===== src/rtl/iter_div_pkg.sv =====
// Shared definitions for the iterative MIPS DIV/DIVU unit: widths, FSM encoding
// and the decode helper that turns a funct code into the divider's sign input.
package iter_div_pkg;

  localparam int unsigned DIV_W     = 32;
  localparam int unsigned DIV_CNT_W = 6;

  typedef enum logic [1:0] {
    IDLE = 2'd0,
    CALC = 2'd1,
    DONE = 2'd2,
    ZERO = 2'd3
  } div_state_t;

  // MIPS SPECIAL funct codes for the two divide instructions
  localparam logic [5:0] FUNCT_DIV  = 6'h1A;
  localparam logic [5:0] FUNCT_DIVU = 6'h1B;

  function automatic logic is_signed_div(input logic [5:0] funct);
    return funct == FUNCT_DIV;
  endfunction

endpackage


===== src/rtl/iter_div_if.sv =====
// Operand/result handshake between decode/control and the iterative divider.
interface iter_div_if
  import iter_div_pkg::*;
#(
  parameter int unsigned W = DIV_W
);
  logic         start;
  logic         sign;
  logic [W-1:0] a;
  logic [W-1:0] b;
  logic [W-1:0] q;
  logic [W-1:0] r;
  logic         busy;
  logic         done;
  logic         dz;

  modport master (
    output start, sign, a, b,
    input  q, r, busy, done, dz
  );

  modport slave (
    input  start, sign, a, b,
    output q, r, busy, done, dz
  );
endinterface


===== src/rtl/iter_div_step.sv =====
// One restoring shift-subtract iteration; the partial remainder is widened by a
// bit so the compare and subtract never drop the carry out of the shift.
module iter_div_step #(
  parameter int unsigned W = 32
) (
  input  logic [W-1:0] rem,
  input  logic [W-1:0] quo,
  input  logic [W-1:0] divisor,
  output logic [W-1:0] rem_next,
  output logic [W-1:0] quo_next
);

  logic [W:0] rem_sh;
  logic       fits;

  always_comb begin
    rem_sh   = {rem, quo[W-1]};
    fits     = rem_sh >= {1'b0, divisor};
    rem_next = fits ? W'(rem_sh - {1'b0, divisor}) : rem_sh[W-1:0];
    quo_next = {quo[W-2:0], fits};
  end

endmodule


===== src/rtl/iter_div.sv =====
// Multi-cycle signed/unsigned divider: magnitudes are divided by a restoring
// iteration, then signs are fixed up so q truncates toward zero and r follows a.
module iter_div
  import iter_div_pkg::*;
#(
  parameter int unsigned W     = DIV_W,
  parameter int unsigned CNT_W = DIV_CNT_W
) (
  input  logic       clk,
  input  logic       rst_n,
  iter_div_if.slave  bus
);

  div_state_t     state;
  logic [W-1:0]   rem;
  logic [W-1:0]   quo;
  logic [W-1:0]   dvs;
  logic [CNT_W-1:0] cnt;
  logic           neg_q;
  logic           neg_r;
  logic [W-1:0]   abs_a;
  logic [W-1:0]   abs_b;
  logic [W-1:0]   rem_nx;
  logic [W-1:0]   quo_nx;

  always_comb begin
    abs_a = (bus.sign && bus.a[W-1]) ? -bus.a : bus.a;
    abs_b = (bus.sign && bus.b[W-1]) ? -bus.b : bus.b;
  end

  iter_div_step #(.W(W)) u_step (
    .rem      (rem),
    .quo      (quo),
    .divisor  (dvs),
    .rem_next (rem_nx),
    .quo_next (quo_nx)
  );

  always_ff @(posedge clk or negedge rst_n) begin
    if (!rst_n) begin
      state    <= IDLE;
      rem      <= '0;
      quo      <= '0;
      dvs      <= '0;
      cnt      <= '0;
      neg_q    <= 1'b0;
      neg_r    <= 1'b0;
      bus.q    <= '0;
      bus.r    <= '0;
      bus.busy <= 1'b0;
      bus.done <= 1'b0;
      bus.dz   <= 1'b0;
    end else begin
      bus.done <= 1'b0;
      case (state)
        IDLE: begin
          // The done cycle still belongs to the finishing op, so start is refused there
          if (bus.start && !bus.done) begin
            neg_q <= bus.sign & (bus.a[W-1] ^ bus.b[W-1]);
            neg_r <= bus.sign & bus.a[W-1];
            dvs   <= abs_b;
            rem   <= '0;
            cnt   <= '0;
            if (bus.b == '0) begin
              quo   <= bus.a;
              state <= ZERO;
            end else begin
              quo      <= abs_a;
              bus.busy <= 1'b1;
              state    <= CALC;
            end
          end
        end
        CALC: begin
          rem <= rem_nx;
          quo <= quo_nx;
          cnt <= cnt + CNT_W'(1);
          if (cnt == CNT_W'(W - 1)) begin
            bus.busy <= 1'b0;
            state    <= DONE;
          end
        end
        DONE: begin
          bus.q    <= neg_q ? -quo : quo;
          bus.r    <= neg_r ? -rem : rem;
          bus.dz   <= 1'b0;
          bus.done <= 1'b1;
          state    <= IDLE;
        end
        ZERO: begin
          // quo still holds the raw dividend captured at start
          bus.q    <= '1;
          bus.r    <= quo;
          bus.dz   <= 1'b1;
          bus.done <= 1'b1;
          state    <= IDLE;
        end
        default: state <= IDLE;
      endcase
    end
  end

endmodule


===== src/flat_wrapper.sv =====
// flat-port wrapper written by rule: the top's interface ports become plain ports
module iter_div_flat import iter_div_pkg::*;
#(
  parameter int unsigned W     = DIV_W,
  parameter int unsigned CNT_W = DIV_CNT_W
)
  (clk, rst_n, bus_start, bus_sign, bus_a, bus_b, bus_q, bus_r, bus_busy, bus_done, bus_dz);
  iter_div_if #(.W(W)) bus_i ();
  input  logic clk;
  input  logic rst_n;
  input wire logic [$bits(bus_i.start)-1:0] bus_start;
  input wire logic [$bits(bus_i.sign)-1:0] bus_sign;
  input wire logic [$bits(bus_i.a)-1:0] bus_a;
  input wire logic [$bits(bus_i.b)-1:0] bus_b;
  output wire logic [$bits(bus_i.q)-1:0] bus_q;
  output wire logic [$bits(bus_i.r)-1:0] bus_r;
  output wire logic [$bits(bus_i.busy)-1:0] bus_busy;
  output wire logic [$bits(bus_i.done)-1:0] bus_done;
  output wire logic [$bits(bus_i.dz)-1:0] bus_dz;
  assign bus_i.start = bus_start;
  assign bus_i.sign = bus_sign;
  assign bus_i.a = bus_a;
  assign bus_i.b = bus_b;
  assign bus_q = bus_i.q;
  assign bus_r = bus_i.r;
  assign bus_busy = bus_i.busy;
  assign bus_done = bus_i.done;
  assign bus_dz = bus_i.dz;
  iter_div #(.W(W), .CNT_W(CNT_W)) u_core (.clk(clk), .rst_n(rst_n), .bus(bus_i));
endmodule

===== config.mk =====
export PLATFORM = sky130hd
export DESIGN_NAME = iter_div_flat
export DESIGN_NICKNAME = d
export VERILOG_FILES = /design/src/rtl/iter_div_pkg.sv /design/src/rtl/iter_div_if.sv /design/src/rtl/iter_div_step.sv /design/src/rtl/iter_div.sv /design/src/flat_wrapper.sv
export SDC_FILE = /design/constraint.sdc
export NUM_CORES = 1
export LEC_CHECK = 0
export CAP_MARGIN = 40
export CORE_ASPECT_RATIO = 0.9
export CORE_MARGIN = 2
export CORE_UTILIZATION = 25
export DETAILED_ROUTE_END_ITERATION = 10
export PLACE_DENSITY_LB_ADDON = 0.08
export SLEW_MARGIN = 30
export SYNTH_ARGS = -nofsm -noshare
export SYNTH_HDL_FRONTEND = slang
export SYNTH_SLANG_ARGS = --single-unit
export TNS_END_PERCENT = 100

===== constraint.sdc =====
create_clock -name clk -period 3.3 [get_ports clk]
set_clock_uncertainty 0.15 [all_clocks]
set_input_delay 0.495 -clock clk [delete_from_list [all_inputs] [get_ports clk]]
set_output_delay 0.495 -clock clk [all_outputs]
set_load 0.01 [all_outputs]

==> run summary <==
Outcome
• complete, but fails checks — run status
• setup timing — violated checks

Cells and area
• 38.6% — area growth from synthesis to layout
• 35.1% — final core occ
• 1,727 — total number of nets in the final design
• 20.7% — share of layout cells above drive strength 1
• 0 — Inserted Diodes
• 2,242 — count of non-filler cells in the finished layout

GRT
• 11,000 — number of global-route vias before repair
• 65 — pin count of the biggest net entering global routing
• 0 — overall overflow remaining after global route
• 18.0% — overall global routing resource usage
• 66,000 um — first-pass GRT wire length
• 0 — antenna violations before repair

Timing
• 11 — Final setup viols
• 51.2% — normalized max-slew margin
• 108% — final critical-path share of the clock period
• 0 — number of pins with negative max-slew slack in the final report
• 281 MHz — highest clock frequency the design can meet
• 3.56 ns — min cycle time layout
• true — RSZ-0062 raised after global routing
• 0.732 ns — slew at the pin with the worst max-slew slack
• -0.260 ns — final setup margin
• 0 — number of failing hold endpoints at the final stage

Logic synthesis
• 173 — FF+latch count, synth
• 20.5% — synthesized-area fraction occupied by ao, oa, aoi and oai cells
• 16.1% — fraction of the mapped netlist area in simple logic gates
• 11.4% — area share of xor/xnor cells in the synthesized design
• 11,500 um^2 — area of the mapped netlist
• 37.6% — portion of synthesized cell area occupied by the leading cell type
• 5.31% — share of synthesized area spent on multiplexers
• 8.51 um^2 — per-instance average area after synthesis
• 0 — number of enable-type register cells in the synthesized netlist
• dfrtp_1 — count leader, synth
• 100% — Post-synth ARST share
• 0 — YS warnings
• 1,352 — gate count of the mapped netlist
• 4.20% — adder and majority gate portion of the synthesized area
• 1,458 — number of nets produced by synthesis
• 61 — count of unique library cells instantiated by Yosys
• 37.6% — post-synthesis sequential area ratio
• dfrtp_1, o21ai_0, nand2_1 — cell types with the highest counts after synthesis
• dfrtp_1 — library cell with the largest summed area after synthesis
• dfrtp_1 — Main synth FF type
• compound AO/OA/AOI/OAI gates — dominant combinational cell family by area after synthesis
• dfrtp_1, xor2_1, o21ai_0 — cells taking the most area after synthesis

Route
• 42,500 um — DRT Wirelength
• 4.82 — Via-to-Cell Ratio
• 10,800 — overall via count from detail_route
• 19.0 um — routed len/inst
• 756 — initial drt markers
• 0 — post-route DRC violation count
• 5 — 1st-pass router iterations
• 0 — post-route ant nets

Clock tree
• 173 — number of clock sinks seen by CTS
• 0.47 ns — insertion delay to the later sink of the worst-skew pair
• 4 — number of H-tree levels
• clkbuf_16 — root buf cell
• 2 — number of buffers on the longest clock path
• built — CTS tree
• 17 — TritonCTS Buffers
• 0.08 ns — clock slew at the register clock pins of the worst setup and hold paths

Pwr
• 6.68 nW — leak pwr
• 469 uV — Max rail drop VDD
• 18.0 mW — post-layout power
• 1130 nW/um^2 — ratio of total power to cell area

Setup path
• 3 — CP Max Fanout
• flip-flop — Critical Path Start Type
• 3.77 ns — critical path arrival
• 3.51 ns — Worst EP required
• flip-flop — Critical Path Sink Type
• reg2reg — critical path class

Die
• 135 — top-level port count
• 74 — Core Rows
• 25.3% — effective utilization at floorplan
• 47,700 um^2 — Die Footprint
• 45,400 um^2 — core outline area
• 230 um — horizontal extent of the die
• 207 um — Die Y

Hold path
• reg2reg — Tightest Hold Check Type

Placed design
• -0.407 ns — post-placement setup slack
• 2,197 — Cell Count Post-Placement
• 32,200 um — DPL Wire Length
• 0.824 — gp weighted congestion
• 134 — count of port buffers added during placement

Job
• 0 — MaxCap Viol Count

## power breakdown
group          switching [mW]  internal [mW]
sequential              0.985           3.10
combinational            6.33           5.46
clock                   0.999           1.13
## cells by family (layout without fill, tap and decap cells)
kind of cell,after synthesis,count (layout)
AO/OA/AOI/OAI,396,396
AND/OR/NAND/NOR,393,393
flip-flops,173,173
XOR/XNOR,150,150
buffers and inverters,145,427
multiplexers,57,57
adder cells (fa/ha/maj),38,38
## placed cells by master (no fill, tap or decap), drive strengths merged, types with 37 or more instances in the layout
master | Yosys | final
nor2 | 84 | 84
nand2 | 151 | 151
ha | 37 | 37
nand3 | 48 | 48
xor2 | 101 | 101
o21ai | 172 | 172
dfrtp | 173 | 173
buf | 9 | 202
a21oi | 91 | 91
inv | 58 | 64
xnor2 | 49 | 49
clkdlybuf4s50 | 0 | 133
## metrics by stage
step	hold slack (ns)	TNS, ns	cell area [um^2]
2_1_floorplan	0.0494	-0.532	11500
3_3_place_gp	0.321	-14.40	14800
3_5_place_dp	0.322	-13.67	14800
4_1_cts	0.338	-1.44	15700
5_1_grt	0.361	-2.64	15900
6_report	0.331	-1.37	15900
## path summary, 6_finish.rpt
path	depth (start not counted)	from	slack, ns	end
max	9	u_core.rem[9]$_DFFE_PN0P_	-0.26	u_core.bus.r[29]$_DFFE_PN0P_
min	2	u_core.dvs[23]$_DFFE_PN0P_	0.33	u_core.dvs[23]$_DFFE_PN0P_
max reg2reg	9	u_core.rem[9]$_DFFE_PN0P_	-0.26	u_core.bus.r[29]$_DFFE_PN0P_
min reg2reg	2	u_core.dvs[23]$_DFFE_PN0P_	0.33	u_core.dvs[23]$_DFFE_PN0P_
max in group asynchronous	3	rst_n	1.71	u_core.bus.q[27]$_DFFE_PN0P_
min in group asynchronous	2	rst_n	0.49	u_core.dvs[30]$_DFFE_PN0P_
## what timing repair did
action / 4_1_cts / 5_1_grt
pin swaps: 17 / 29
setup endpoints to repair: 34 / 60
setup buffers: 5 / 4
resized for setup: 47 / 53
cloned: 2 / 1
hold endpoints to repair: 62 / 0
hold buffers: 1 / 0
## area by class of cell
type | instances | area [um^2]
timing repair buffer | 337 | 3000
clock buffer | 18 | 429
multi-input combinational | 1034 | 7030
sequential | 173 | 4330
inverter | 58 | 220
tap | 608 | 761
clock inverter | 14 | 159
fill | 4759 | 29400
## sequential cells by signal, summed over array words and instances, names as in the netlist
name	count
u_core.state	2
u_core.quo	32
u_core.bus.busy	1
u_core.rem	32
u_core.bus.done	1
u_core.bus.r	32
u_core.cnt	6
u_core.bus.dz	1
u_core.neg_r	1
u_core.bus.q	32
u_core.neg_q	1
u_core.dvs	32
## layer usage
layer | global-route usage [%] | vias to the layer above | wire length (um)
met4 | 4.74 | 0 | 848
met3 | 3.41 | 37 | 1710
met5 | 0 | - | 0
li1 | - | 5332 | -
met1 | 25.9 | 5238 | 21300
met2 | 27.6 | 192 | 18700
## worst max-delay path: stages (launching register included)
cell and delay [ns]:
dfrtp_1 0.38, or4_4 0.54, or3_4 0.35, or4_4 0.46, or4_4 0.53, or3_4 0.41, o21ai_2 0.13, xor2_1 0.16
o21ai_1 0.07, mux2_4 0.27
No activity file was read; power rests on OpenSTA's default activity.
